### src/rtl/sensor_zoom_pkg.sv
// Shared types and constants for the sensor crop/decimate path:
// frame FSM states, decimation encodings and the frame counter width.
package sensor_zoom_pkg;

    typedef enum logic [1:0] {
        ST_WAIT_LOW = 2'd0,
        ST_ARMED    = 2'd1,
        ST_ACTIVE   = 2'd2
    } zoom_state_t;

    localparam logic [1:0] DEC_X1 = 2'd0;
    localparam logic [1:0] DEC_X2 = 2'd1;
    localparam logic [1:0] DEC_X4 = 2'd2;

    localparam int FRAME_CNT_W = 16;

    // Offset bits that must be zero for a pixel/line to survive decimation.
    function automatic logic [1:0] dec_mask(input logic [1:0] dec_log2);
        case (dec_log2)
            DEC_X2:  return 2'b01;
            DEC_X4:  return 2'b11;
            default: return 2'b00;
        endcase
    endfunction

endpackage

### src/rtl/image_pos_counter.sv
// Saturating pixel/line position counters with href edge detection; a line
// only counts once its href rising edge has been seen inside the active frame.
module image_pos_counter #(
    parameter int CNT_W = 12
) (
    input  logic             clk,
    input  logic             rst_n,
    input  logic             href,
    input  logic             active,
    output logic [CNT_W-1:0] xpos,
    output logic [CNT_W-1:0] ypos,
    output logic             line_valid
);

    localparam logic [CNT_W-1:0] CNT_MAX = '1;

    logic             href_d_reg;
    logic             in_line_reg;
    logic [CNT_W-1:0] xpos_reg;
    logic [CNT_W-1:0] ypos_reg;
    logic             href_rise;
    logic             href_fall;

    assign href_rise  = href & ~href_d_reg;
    assign href_fall  = ~href & href_d_reg;
    // A line straddling the frame start never had its rising edge in ACTIVE.
    assign line_valid = active & href & (in_line_reg | href_rise);

    always_ff @(posedge clk or negedge rst_n) begin
        if (!rst_n) begin
            href_d_reg  <= 1'b0;
            in_line_reg <= 1'b0;
            xpos_reg    <= '0;
            ypos_reg    <= '0;
        end else begin
            href_d_reg  <= href;
            in_line_reg <= line_valid;

            if (!href)
                xpos_reg <= '0;
            else if (xpos_reg != CNT_MAX)
                xpos_reg <= xpos_reg + 1'b1;

            if (!active)
                ypos_reg <= '0;
            else if (href_fall && in_line_reg && ypos_reg != CNT_MAX)
                ypos_reg <= ypos_reg + 1'b1;
        end
    end

    assign xpos = xpos_reg;
    assign ypos = ypos_reg;

endmodule

### src/rtl/sensor_image_crop_scale.sv
// Crops a window out of a DVP-style sensor stream and decimates it by 1/2/4
// per axis; config is shadowed at each frame start and validated there.
module sensor_image_crop_scale
    import sensor_zoom_pkg::*;
#(
    parameter int DATA_WIDTH         = 8,
    parameter int IMAGE_HSIZE_SOURCE = 1280,
    parameter int IMAGE_VSIZE_SOURCE = 1024,
    parameter int CNT_W              = 12
) (
    input  logic                   clk,
    input  logic                   rst_n,
    input  logic                   image_in_vsync,
    input  logic                   image_in_href,
    input  logic [DATA_WIDTH-1:0]  image_in_data,
    input  logic [CNT_W-1:0]       cfg_x_start,
    input  logic [CNT_W-1:0]       cfg_y_start,
    input  logic [CNT_W-1:0]       cfg_width,
    input  logic [CNT_W-1:0]       cfg_height,
    input  logic [1:0]             cfg_hdec_log2,
    input  logic [1:0]             cfg_vdec_log2,
    output logic                   image_out_vsync,
    output logic                   image_out_href,
    output logic [DATA_WIDTH-1:0]  image_out_data,
    output logic                   cfg_err,
    output logic [FRAME_CNT_W-1:0] frame_cnt
);

    localparam logic [CNT_W:0] HSIZE = (CNT_W+1)'(IMAGE_HSIZE_SOURCE);
    localparam logic [CNT_W:0] VSIZE = (CNT_W+1)'(IMAGE_VSIZE_SOURCE);

    zoom_state_t             state_reg;
    logic [CNT_W-1:0]        sh_x_start_reg;
    logic [CNT_W-1:0]        sh_y_start_reg;
    logic [CNT_W:0]          sh_x_end_reg;
    logic [CNT_W:0]          sh_y_end_reg;
    logic [1:0]              sh_hmask_reg;
    logic [1:0]              sh_vmask_reg;
    logic                    cfg_err_reg;
    logic [FRAME_CNT_W-1:0]  frame_cnt_reg;
    logic                    out_vsync_reg;
    logic                    out_href_reg;
    logic [DATA_WIDTH-1:0]   out_data_reg;

    logic [CNT_W-1:0] xpos;
    logic [CNT_W-1:0] ypos;
    logic             line_valid;
    logic             active;

    assign active = (state_reg == ST_ACTIVE);

    image_pos_counter #(.CNT_W(CNT_W)) u_pos (
        .clk        (clk),
        .rst_n      (rst_n),
        .href       (image_in_href),
        .active     (active),
        .xpos       (xpos),
        .ypos       (ypos),
        .line_valid (line_valid)
    );

    // Window ends carry one extra bit so start+size can never wrap.
    logic [CNT_W:0] x_end_cfg;
    logic [CNT_W:0] y_end_cfg;
    logic           cfg_legal;

    assign x_end_cfg = {1'b0, cfg_x_start} + {1'b0, cfg_width};
    assign y_end_cfg = {1'b0, cfg_y_start} + {1'b0, cfg_height};
    assign cfg_legal = (cfg_width != '0) && (cfg_height != '0) &&
                       (x_end_cfg <= HSIZE) && (y_end_cfg <= VSIZE) &&
                       (cfg_hdec_log2 != 2'd3) && (cfg_vdec_log2 != 2'd3);

    logic [1:0] x_off;
    logic [1:0] y_off;
    logic       in_x;
    logic       in_y;
    logic       forward;

    assign x_off   = xpos[1:0] - sh_x_start_reg[1:0];
    assign y_off   = ypos[1:0] - sh_y_start_reg[1:0];
    assign in_x    = (xpos >= sh_x_start_reg) && ({1'b0, xpos} < sh_x_end_reg);
    assign in_y    = (ypos >= sh_y_start_reg) && ({1'b0, ypos} < sh_y_end_reg);
    assign forward = line_valid && !cfg_err_reg && in_x && in_y &&
                     ((x_off & sh_hmask_reg) == 2'b00) &&
                     ((y_off & sh_vmask_reg) == 2'b00);

    always_ff @(posedge clk or negedge rst_n) begin
        if (!rst_n) begin
            state_reg      <= ST_WAIT_LOW;
            sh_x_start_reg <= '0;
            sh_y_start_reg <= '0;
            sh_x_end_reg   <= '0;
            sh_y_end_reg   <= '0;
            sh_hmask_reg   <= '0;
            sh_vmask_reg   <= '0;
            cfg_err_reg    <= 1'b0;
            frame_cnt_reg  <= '0;
        end else begin
            case (state_reg)
                ST_WAIT_LOW: begin
                    if (!image_in_vsync)
                        state_reg <= ST_ARMED;
                end
                ST_ARMED: begin
                    if (image_in_vsync) begin
                        state_reg      <= ST_ACTIVE;
                        sh_x_start_reg <= cfg_x_start;
                        sh_y_start_reg <= cfg_y_start;
                        sh_x_end_reg   <= x_end_cfg;
                        sh_y_end_reg   <= y_end_cfg;
                        sh_hmask_reg   <= dec_mask(cfg_hdec_log2);
                        sh_vmask_reg   <= dec_mask(cfg_vdec_log2);
                        cfg_err_reg    <= ~cfg_legal;
                    end
                end
                ST_ACTIVE: begin
                    if (!image_in_vsync) begin
                        state_reg <= ST_ARMED;
                        if (!cfg_err_reg)
                            frame_cnt_reg <= frame_cnt_reg + 1'b1;
                    end
                end
                default: state_reg <= ST_WAIT_LOW;
            endcase
        end
    end

    always_ff @(posedge clk or negedge rst_n) begin
        if (!rst_n) begin
            out_vsync_reg <= 1'b0;
            out_href_reg  <= 1'b0;
            out_data_reg  <= '0;
        end else begin
            out_vsync_reg <= image_in_vsync;
            out_href_reg  <= forward;
            out_data_reg  <= forward ? image_in_data : '0;
        end
    end

    assign image_out_vsync = out_vsync_reg;
    assign image_out_href  = out_href_reg;
    assign image_out_data  = out_data_reg;
    assign cfg_err         = cfg_err_reg;
    assign frame_cnt       = frame_cnt_reg;

endmodule

### config.mk
export PLATFORM = sky130hd
export DESIGN_NAME = sensor_image_crop_scale
export DESIGN_NICKNAME = d
export VERILOG_FILES = /design/src/rtl/sensor_zoom_pkg.sv /design/src/rtl/image_pos_counter.sv /design/src/rtl/sensor_image_crop_scale.sv
export SDC_FILE = /design/constraint.sdc
export NUM_CORES = 1
export LEC_CHECK = 0
export BUFFER_PORTS_ARGS = -buffer_cell sky130_fd_sc_hd__buf_4
export CAP_MARGIN = 20
export CORE_ASPECT_RATIO = 0.5
export CORE_UTILIZATION = 40
export DETAILED_ROUTE_END_ITERATION = 7
export PLACE_DENSITY = 0.64
export SETUP_SLACK_MARGIN = 0.05
export SYNTH_ARGS = -nofsm -noshare
export SYNTH_HDL_FRONTEND = slang
export SYNTH_SLANG_ARGS = --single-unit
### constraint.sdc
create_clock -name clk -period 4.25 [get_ports clk]
set_clock_uncertainty 0.2 [all_clocks]
set_input_delay 0.2125 -clock clk [delete_from_list [all_inputs] [get_ports clk]]
set_output_delay 0.2125 -clock clk [all_outputs]
set_load 0.02 [all_outputs]
Word level (Yosys, flattened, before mapping). Cells that the tools add are included.

Multipliers: 0. Eq/ne operators: 14. Shift-type cells: 0. Mux-type cells: 10. Add/sub/neg operators: 7. $lt $le $gt $ge: 6. Reduce and logical (&&, ||, !) cells: 24. Div/mod/pow operators: 0. Bitwise logic cells: 12.

Operators with widths (count): 12-bit two-way mux (4); 12-bit by 12-bit adder with 13-bit output (2); 13-bit by 11-bit <= comparator with 1-bit output (second input constant) (2); 12-bit by 13-bit less-than comparator with 1-bit output (2); 12-bit by 1-bit adder with 12-bit output (second input constant) (2); 12-bit >= comparator (2); 12-bit != test (second input constant) (2); 12-bit nonzero test (2); 16-bit by 1-bit adder with 16-bit output (second input constant) (1); 1-bit logical AND (14); 2-bit one-hot mux with 2 select lines (3); 2-bit != test (second input constant) (5); 8-bit two-way mux (1); 2-bit by 1-bit == test with 1-bit output (second input constant) (3); 2-bit == test (second input constant) (3); 2-bit zero test (3); 1-bit inverter (5); 1-bit AND (4); 2-bit AND (2); 2-bit two-way mux (2); 2-bit AND reduction (2); 2-bit subtractor (2); 3-bit AND reduction (1); 2-bit by 1-bit != test with 1-bit output (second input constant) (1); other kinds (3) (3).

Latch bits: 0. Logic and storage cells: 89. Register bits: 109. Memories: 0. Input bits: 64. Memory bits (writable): 0. ROM bits: 0. Output and inout port bits: 27.

Longest topological paths before layout. Gate-level depths: netlist (run 1).

Depth after elaboration: 10. Mapped depth: 12. Depth with buffers taken out: 12.

Hierarchy. A second synthesis (run 1) with hierarchy kept.

Cell total of the unflattened synthesis: 680. Area total of the unflattened synthesis: 6834.1 sq um.

Modules (own cells, without submodules): sensor_image_crop_scale (instances 1, area each 5459.0 sq um, sequential area each 2077.0 sq um, cells an instance 540); image_pos_counter (instances 1, area each 1375.1 sq um, sequential area each 650.6 sq um, cells an instance 140).

Least setup slack after synthesis (run 1). Ideal clock, no wire load.

Path kind: input to register. Start: input port cfg_y_start[0]. End: register cfg_err_reg (netlist: cfg_err). Path buffers: 0. Path slack: 1.637 ns. Stages: 10. Setup time: 0.133 ns. Data required time: 3.917 ns. Data arrival time: 2.281 ns. Cells stage by stage: ha_1 > fa_1 > a211oi_2 > o21ai_1 > a41oi_1 > xnor2_1 > nor2b_1 > o211ai_1 > a2111oi_2 > a21oi_1.

Word-level cells in the longest chain between the ends: 6.

Ends and longest elaborated chain: start, declared (line sensor_image_crop_scale.sv:17) `input logic [CNT_W-1:0] cfg_y_start,`; 12-bit by 12-bit adder with 13-bit output (line sensor_image_crop_scale.sv:68) `assign y_end_cfg = {1'b0, cfg_y_start} + {1'b0, cfg_height};`; 13-bit by 11-bit <= comparator with 1-bit output (line sensor_image_crop_scale.sv:70) `(x_end_cfg <= HSIZE) && (y_end_cfg <= VSIZE) &&`; 1-bit logical AND (2 in a row) (line sensor_image_crop_scale.sv:70); 1-bit logical AND (line sensor_image_crop_scale.sv:71) `(cfg_hdec_log2 != 2'd3) && (cfg_vdec_log2 != 2'd3);`; 1-bit inverter (line sensor_image_crop_scale.sv:113) `cfg_err_reg <= ~cfg_legal;`; end signal, assigned (line sensor_image_crop_scale.sv:113); end, declared (line sensor_image_crop_scale.sv:39) `logic cfg_err_reg;`.

Every way passes these cells. A chain may end at the register's enable or synchronous reset.

Worst setup path after layout (run 1). Same ends and word-level chain as after synthesis.

==> reports/metrics.cfg, run 1 <==
[setup_path]
critical_path_arrival_ps=3210
crit_path_end_kind=flip-flop
critPathMaxFanout=5
worstPathRequired_ps=4280
cp-start-kind=input pin
reg2regPathDepth=12
critPathLaunch=cfg_y_start[0]
critical_path_class=input pin to flip-flop
rrSetupSlack_ps=1340
timing.rr.end=image_out_data[0]
r2r-start=u_pos.ypos[0]

[timing]
slew_viol_final=0
fin_crit_ps=3190
tightest_slew_ps=832
finalCritPeriodShare_pct=74.9
rsz0062_at_grt=false
final.setup.tns_ps=0
setup-violations-final=0
finalHoldViolations=0
max_freq_ghz=0.314
slew_headroom_pct=44.6
worst_slack_ps=1060

[placed_design]
gp_congestion=0.788
dp_slack_ps=1240
dpl.hpwl_um=11100
dpl.cell_count=973
port_buffers=90

[cts]
cts_buffers=9
clockBufferDepth=2
tritoncts=done
cts_sinks=109
ctsResizeCount=0
post-cts-setup-buffer-count=0
ctsHoldBuffers=37
htree_num_levels=3
root_buffer=clkbuf_16
clk_latency_ps=370
path_clk_slew_ps=80

[routing]
wl_per_cell_um=14.3
drtIter0Drc=179
num_vias=5207
ant_nets=0
drcViolationCount=0
drtPass1Iterations=4
avgViaCountPerCell=5.07
wl_um=14600

[global_routing]
grt_pass1_wl_um=24600
grt_pass1_vias=5056
grt_max_degree=79
antenna_found_initial=0
grt-ovfl-total=0
grt_use_total_pct=18.2

[logic_synthesis]
avgSynthCellArea_um2=10.1
synthTopCellsByCount=dfrtp_1 (109), ha_1 (77), inv_1 (64), nand2_1 (46), nor2_1 (40)
syn_area_um2=6700
post-synth-top-area-cell=dfrtp_1
synth_top_area_share_pct=40.7
syn_inst=665
synthTopCellsByArea=dfrtp_1 (41%), ha_1 (14%), mux2_2 (5.2%)
ys.flop_type=dfrtp_1
ys_types=57
async_reset_ff_share_pct=100
ys_seq_area_share_pct=40.7
ys_warn_count=0
ys_seq_elements=109
synth.most_common_cell=dfrtp_1
synth_edf_count=0
syn_nets=810

[final_layout]
fin_cells=1027
utilization_pct=51.0
num-fill-cells=1520
multi_input_area_um2=3680
largest_reg_flops=16
insertedDiodeCount=0
layout-drive-gt1-share_pct=19.0
regArea_um2=2730
area_growth_pct=24.7
nets=940

[floorplan]
num_io_pins=91
die_area_um2=17300
dieWidth_um=185
rows=33
start_util_pct=40.9
fp.coreArea_um2=16400
chipHeight_um=93.5

[worst_hold_path]
hold_path.class=input pin to asynchronous set/reset pin

[power]
p_leak_nw=4.12
finalPower_mw=2.85
peakVddDrop_uv=250
p_per_area_nw_per_um2=341

[job]
cap_violations=0

[outcome]
status=complete, no violations

-- metrics by stage --
stage          hold WS [ps]  cell area [um2]
5_1_grt                29.5             8350
6_report               31.9             8350
3_3_place_gp            171             7630
2_1_floorplan          -283             6700
4_1_cts                48.8             8330
3_5_place_dp            172             7630
-- area by class of cell --
type                       count  area share, %
timing repair buffer         130           13.0
clock buffer                   9           2.70
inverter                      65           2.92
multi-input combinational    480           44.1
sequential                   109           32.6
clock inverter                 7           1.20
tap                          227           3.40
-- cells in the final DEF (no fill, tap or decap), types with 5 or more instances in the layout --
cell type	count
mux2_2	31
o21ai_0	35
nand2_1	46
or3_1	5
a21oi_1	29
dlygate4sd3_1	37
buf_4	92
o211ai_1	7
nand2b_1	6
nor2b_1	5
nand3_1	18
a21o_1	22
o21ai_1	7
nand4_1	7
ha_1	77
dfrtp_1	109
xnor2_1	28
nor4_1	10
nor2_1	40
xor2_1	21
nor3b_1	8
and3_1	7
nor3_1	12
inv_1	64
clkbuf_16	9
-- report_power, final --
part           switching [mW]  internal, mW
Clock                   0.402         0.524
Combinational           0.344         0.332
Sequential             0.0796          1.17
Total                   0.825          2.03
-- worst max-delay path by stage --
stage / endpoint / slack [ps] / depth (start not counted)
after detailed placement: cfg_err / 1240 / 11
after CTS: cfg_err / 1080 / 12
after global routing: cfg_err / 870 / 12
after global placement: cfg_err / 1260 / 11
after floorplan: cfg_err / 1640 / 10
final: cfg_err / 1060 / 12
-- logic make-up after synthesis --
group                    synth area share, %
adder cells (fa/ha/maj)                 15.6
multiplexers                            5.68
buffers and inverters                   4.29
AND/OR/NAND/NOR                         14.2
AO/OA/AOI/OAI                           13.1
XOR/XNOR                                6.41
flip-flops                              40.7
-- worst max-delay path: stages --
cell	delay (ps)
dlygate4sd3_1	540
buf_4	140
ha_1	240
fa_1	480
a211oi_2	330
o21ai_1	160
a41oi_1	320
xnor2_1	160
nor2b_1	150
o211ai_1	120
a2111oi_2	290
a21oi_1	60
-- layer usage --
layer  wire (um)  vias to the layer above  global-route usage, %  part of all wire [%]
met2        6830                       75                   30.5                    47
li1            -                     2609                      -                     -
met5           0                        -                      0                     0
met1        7210                     2508                   24.3                    49
met4         135                        0                   3.72                  0.92
met3         470                       15                   3.82                   3.2
Note: power is estimated with default switching activity, not from simulation.
==> run 2, diff against run 1 <==
--- a/config.mk
+++ b/config.mk
@@ -5,12 +5,13 @@
 export SDC_FILE = /design/constraint.sdc
 export NUM_CORES = 1
 export LEC_CHECK = 0
+export ABC_AREA = 1
 export BUFFER_PORTS_ARGS = -buffer_cell sky130_fd_sc_hd__buf_4
 export CAP_MARGIN = 20
 export CORE_ASPECT_RATIO = 0.5
 export CORE_UTILIZATION = 40
 export DETAILED_ROUTE_END_ITERATION = 7
-export PLACE_DENSITY = 0.64
+export PLACE_DENSITY = 0.66
 export SETUP_SLACK_MARGIN = 0.05
 export SYNTH_ARGS = -nofsm -noshare
 export SYNTH_HDL_FRONTEND = slang
==> constraint.sdc (replaced) <==
create_clock -name clk -period 2.8 [get_ports clk]
set_clock_uncertainty 0.2 [all_clocks]
set_input_delay 0.14 -clock clk [delete_from_list [all_inputs] [get_ports clk]]
set_output_delay 0.14 -clock clk [all_outputs]
set_load 0.02 [all_outputs]
==> run 2 against run 1 <==
Net effect: count of clock-buffer cells in the layout did not move; critical path type is now flip-flop to flip-flop; area after synthesis rose by 5.9%; setup slack got worse by 800 ps; largest cell class unchanged; highest routed layer unchanged; critical endpoint is now image_out_data[7].
==> reports/metrics.cfg, run 2 <==
[logic_synthesis]
synth_top_area_share_pct=38.4
synth_compound_area_share_pct=10.5
synth_top_family_by_area=simple AND/OR/NAND/NOR gates
synth_xor_area_share_pct=2.22
async_reset_ff_share_pct=100
ys_seq_area_share_pct=38.4
syn_inst=923
ys_types=41
ys_seq_elements=109
syn_nets=1068
synth.most_common_cell=nand2_1
post-synth-top-area-cell=dfrtp_1
synthMuxAreaShare_pct=0
ys.flop_type=dfrtp_1
ys_warn_count=0
synthTopCellsByArea=dfrtp_1 (38%), ha_1 (14%), nand2_1 (12%)
synthAdderAreaFrac_pct=14.7
avgSynthCellArea_um2=7.69
synthSimpleGateAreaFrac_pct=25.7
synthTopCellsByCount=nand2_1 (231), inv_1 (142), dfrtp_1 (109), nor2_1 (78), ha_1 (77)
syn_area_um2=7090
synth_edf_count=0

[outcome]
status=complete, no violations

[global_routing]
grt_use_total_pct=18.7
grt_max_degree=69
grt-ovfl-total=0
antenna_found_initial=0
grt_pass1_wl_um=27400
grt_pass1_vias=5933

[setup_path]
worstPathRequired_ps=2880
critical_path_class=flip-flop to flip-flop
crit_path_end_kind=flip-flop
critPathMaxFanout=5
critical_path_arrival_ps=2620
cp-start-kind=flip-flop

[final_layout]
nets=1201
mostFrequentLayoutCell=nand2_1
largest_reg_flops=16
area_growth_pct=23.8
layout-drive-gt1-share_pct=12.7
final_cell_mix=nand2_1 (231), inv_1 (141), dfrtp_1 (109)
num-fill-cells=1639
insertedDiodeCount=0
fin_cells=1288

[floorplan]
num_io_pins=91
rows=33
chipHeight_um=96.2
die_area_um2=18300
fp.coreArea_um2=16800
dieWidth_um=190
start_util_pct=42.1

[worst_hold_path]
hold_path.class=input pin to flip-flop

[timing]
tightest_slew_ps=684
max_freq_ghz=0.394
rsz0062_at_grt=true
whs_ps=19.2
finalHoldViolations=0
setup-violations-final=0
final.setup.tns_ps=0
finalCritPeriodShare_pct=90.6
slew_headroom_pct=54.4
slew_viol_final=0
fin_crit_ps=2540

[power]
p_leak_nw=4.59
peakVddDrop_uv=292
p_per_area_nw_per_um2=482

[cts]
tritoncts=done
clk_latency_ps=340
cts_sinks=109
cts_buffers=9
root_buffer=clkbuf_16
path_clk_slew_ps=70
clockBufferDepth=2
htree_num_levels=3

[routing]
wl_per_cell_um=12.7
num_vias=6227
ant_nets=0
drtPass1Iterations=5
drcViolationCount=0
avgViaCountPerCell=4.83
drtIter0Drc=344
wl_um=16400

[placed_design]
dpl.hpwl_um=12500
port_buffers=90
gp_congestion=0.892
dpl.cell_count=1232

[job]
cap_violations=0

==> run 2: worst paths after layout <==
check / slack, ps / cells after the start / to / start
setup / recovery: 260 / 13 / image_out_data[7] / u_pos.xpos[0]
hold / removal: 20 / 5 / sh_hmask_reg[1] / cfg_hdec_log2[0]
setup reg to reg: 260 / 13 / image_out_data[7] / u_pos.xpos[0]
hold reg to reg: 270 / 1 / frame_cnt[15] / frame_cnt[15]
max in group asynchronous: 1490 / 3 / sh_y_end_reg[9] / rst_n
min in group asynchronous: 180 / 2 / frame_cnt[5] / rst_n
==> run 2: power breakdown <==
group | switching (mW) | total, mW | leakage (nW) | internal [mW]
Clock | 0.600 | 1.31 | 0.151 | 0.707
Sequential | 0.0881 | 1.86 | 1.42 | 1.77
Combinational | 0.638 | 1.07 | 3.02 | 0.432
==> run 2: area by class of cell <==
cell class	count	area [um2]	share of cell area [%]
tap	227	284	3.23
inverter	146	548	6.24
multi-input combinational	656	3800	43.3
timing repair buffer	134	1120	12.7
sequential	109	2730	31.1
clock inverter	7	78.8	0.897
clock buffer	9	225	2.56
==> run 2: timing repair <==
item	in CTS	in global routing
buffers inserted	0	0
gates resized for setup	0	5
endpoints found under the hold margin	104	0
endpoints found under the setup margin	0	8
hold buffers	39	0
==> run 2: cell families after synthesis <==
family          count (synthesis)
fa+ha+maj                      81
buf+inv                       159
compound gates                137
xor+xnor                       18
simple gates                  419
flops                         109
==> run 2: metal layers <==
layer	routed length [um]	GRT usage [%]
met1	8140	24.4
met4	92	3.00
met3	745	3.10
met2	7420	33.4
met5	0	0
==> run 2: critical path: stages, from the launching register on <==
cell and delay [ps]:
dfrtp_1 420, inv_1 90, ha_1 130, inv_1 40
fa_1 460, nand2_1 80, o21ai_0 80, a21oi_1 120
nand2_1 70, nor2_2 70, nand4_1 120, a21oi_4 250
nand4_4 200, nor2_2 140
==> run 2: through the flow <==
stage / total power [mW] / instance area, um2 / util [%] / setup WS (ps)
2_1_floorplan: 2.56 / 7090 / - / 623
3_3_place_gp: 2.87 / 8050 / 47.8 / 318
3_5_place_dp: 2.91 / 8050 / 47.8 / 272
4_1_cts: 4.28 / 8750 / 51.9 / 260
5_1_grt: 4.53 / 8780 / 52.1 / 41.8
6_report: 4.23 / 8780 / 52.1 / 264
==> run 3, diff against run 2 <==
--- a/config.mk
+++ b/config.mk
@@ -9,9 +9,9 @@
 export BUFFER_PORTS_ARGS = -buffer_cell sky130_fd_sc_hd__buf_4
 export CAP_MARGIN = 20
 export CORE_ASPECT_RATIO = 0.5
-export CORE_UTILIZATION = 40
+export CORE_UTILIZATION = 47
 export DETAILED_ROUTE_END_ITERATION = 7
-export PLACE_DENSITY = 0.66
+export PLACE_DENSITY = 0.75
 export SETUP_SLACK_MARGIN = 0.05
 export SYNTH_ARGS = -nofsm -noshare
 export SYNTH_HDL_FRONTEND = slang
==> run 3 against run 2 <==
Net effect: critical path depth unchanged; utilization is 7.5 points higher; sequential power about the same; register-to-register slack improved by 60 ps; die area decreased by 15%; critical endpoint is now image_out_data[2].
==> reports/metrics.cfg, run 3 (synthesis results as in run 2) <==
[setup_path]
crit_path_end_kind=flip-flop
critPathLaunch=u_pos.xpos[0]
critical_path_arrival_ps=2550
cp_slowest_cell=fa_1
cp-start-kind=flip-flop
crit_family=simple AND/OR/NAND/NOR gates
critical_path_class=flip-flop to flip-flop
worst-path-buf-inv=2
critPathMaxFanout=9
r2r-start=u_pos.xpos[0]
worstPathRequired_ps=2880
worstPathCellList=inv_1 > ha_1 > inv_1 > fa_1 > nand2_1 > o21ai_0 > a21oi_1 > nand2_1 > nor2_1 > nand4_1 > a21oi_2 > nand4_4 > nor2_1
critical-path-max-stage-delay_ps=470

[timing]
finalHoldViolations=0
whs_ps=14.3
max_freq_ghz=0.404
final.setup.tns_ps=0
slew_viol_final=0
slew_headroom_pct=61.3
tightest_slew_ps=580
finalCritPeriodShare_pct=88.4
worst_slack_ps=326
rsz0062_at_grt=false
fin_crit_ps=2470
setup-violations-final=0

[placed_design]
dpl_cell_area_um2=8010
dp_slack_ps=232
gp_congestion=0.854
port_buffers=90
dpl.hpwl_um=12100

[final_layout]
mostFrequentLayoutCell=nand2_1
area_growth_pct=22.6
layout-drive-gt1-share_pct=12.4
num-fill-cells=1301
largest_reg_flops=16
regArea_um2=2730
nets=1199
multi_input_area_um2=3780
fin_area_um2=8700
insertedDiodeCount=0
final_cell_mix=nand2_1 (231), inv_1 (141), dfrtp_1 (109)

[floorplan]
start_util_pct=48.6
num_io_pins=91
fp.coreArea_um2=14600
dieWidth_um=176
die_area_um2=15600
chipHeight_um=88.9
rows=31

[cts]
clk_latency_ps=350
root_buffer=clkbuf_16
clockBufferDepth=2
htree_num_levels=3
tritoncts=done
cts_buffers=9
path_clk_slew_ps=70
cts_sinks=109
post-cts-setup-buffer-count=0

[worst_hold_path]
min-delay-start=cfg_hdec_log2[0]
hold_path.class=input pin to flip-flop

[global_routing]
grt-ovfl-total=0
grt_pass1_vias=5931
grt_pass1_wl_um=27000
grt_max_degree=69
grt_use_total_pct=21.6
antenna_found_initial=0

[job]
cap_violations=0

[routing]
num_vias=6277
drtIter0Drc=305
wl_per_cell_um=12.5
avgViaCountPerCell=4.99
drtPass1Iterations=5
drcViolationCount=0
wl_um=15800
ant_nets=0

[outcome]
status=complete, no violations

[power]
p_per_area_nw_per_um2=475
p_leak_nw=4.56
finalPower_mw=4.13
peakVddDrop_uv=297

==> run 3: cell type report <==
type,instances,share of cell area [%]
clock buffer,10,2.75
timing repair buffer,133,12.7
clock inverter,6,0.561
multi-input combinational,655,43.4
sequential,109,31.4
tap,198,2.85
inverter,146,6.30
==> run 3: tightest hold or removal path, cell delays in order <==
cell and delay [ps]:
buf_4 110, inv_1 50, ha_1 140, nand2_1 50, nand2_1 50
==> run 3: repair_timing <==
item                       4_1_cts  5_1_grt
hold buffers                    39        0
setup endpoints to repair        0        9
resized for setup                0        2
hold endpoints to repair        98        0
==> run 3: power breakdown <==
group / switching (mW) / leakage (nW) / internal [mW]
Clock: 0.575 / 0.131 / 0.632
Sequential: 0.0855 / 1.42 / 1.77
Combinational: 0.637 / 3.01 / 0.432
Total: 1.30 / 4.56 / 2.83
==> run 3: layer usage <==
metal / track usage [%] / vias to the layer above / routed length [um]
met5: 0 / - / 0
met4: 2.92 / 0 / 78
met2: 38.0 / 121 / 7380
met1: 28.8 / 2885 / 7660
li1: - / 3262 / -
met3: 3.57 / 9 / 629
==> run 3: through the flow <==
step | util, % | cells
2_1_floorplan | - | 923
3_3_place_gp | 54.9 | 1202
3_5_place_dp | 54.9 | 1202
4_1_cts | 59.6 | 1257
5_1_grt | 59.6 | 1257
6_report | 59.6 | 1257
==> run 3: path summary, 6_finish.rpt <==
path	to	slack, ps	cells past startpoint
min in group asynchronous	frame_cnt[4]	130	2
setup / recovery	image_out_data[2]	330	13
max in group asynchronous	sh_x_end_reg[8]	1500	3
hold reg to reg	frame_cnt[15]	280	1
hold / removal	sh_hmask_reg[1]	10	5
setup reg to reg	image_out_data[2]	330	13
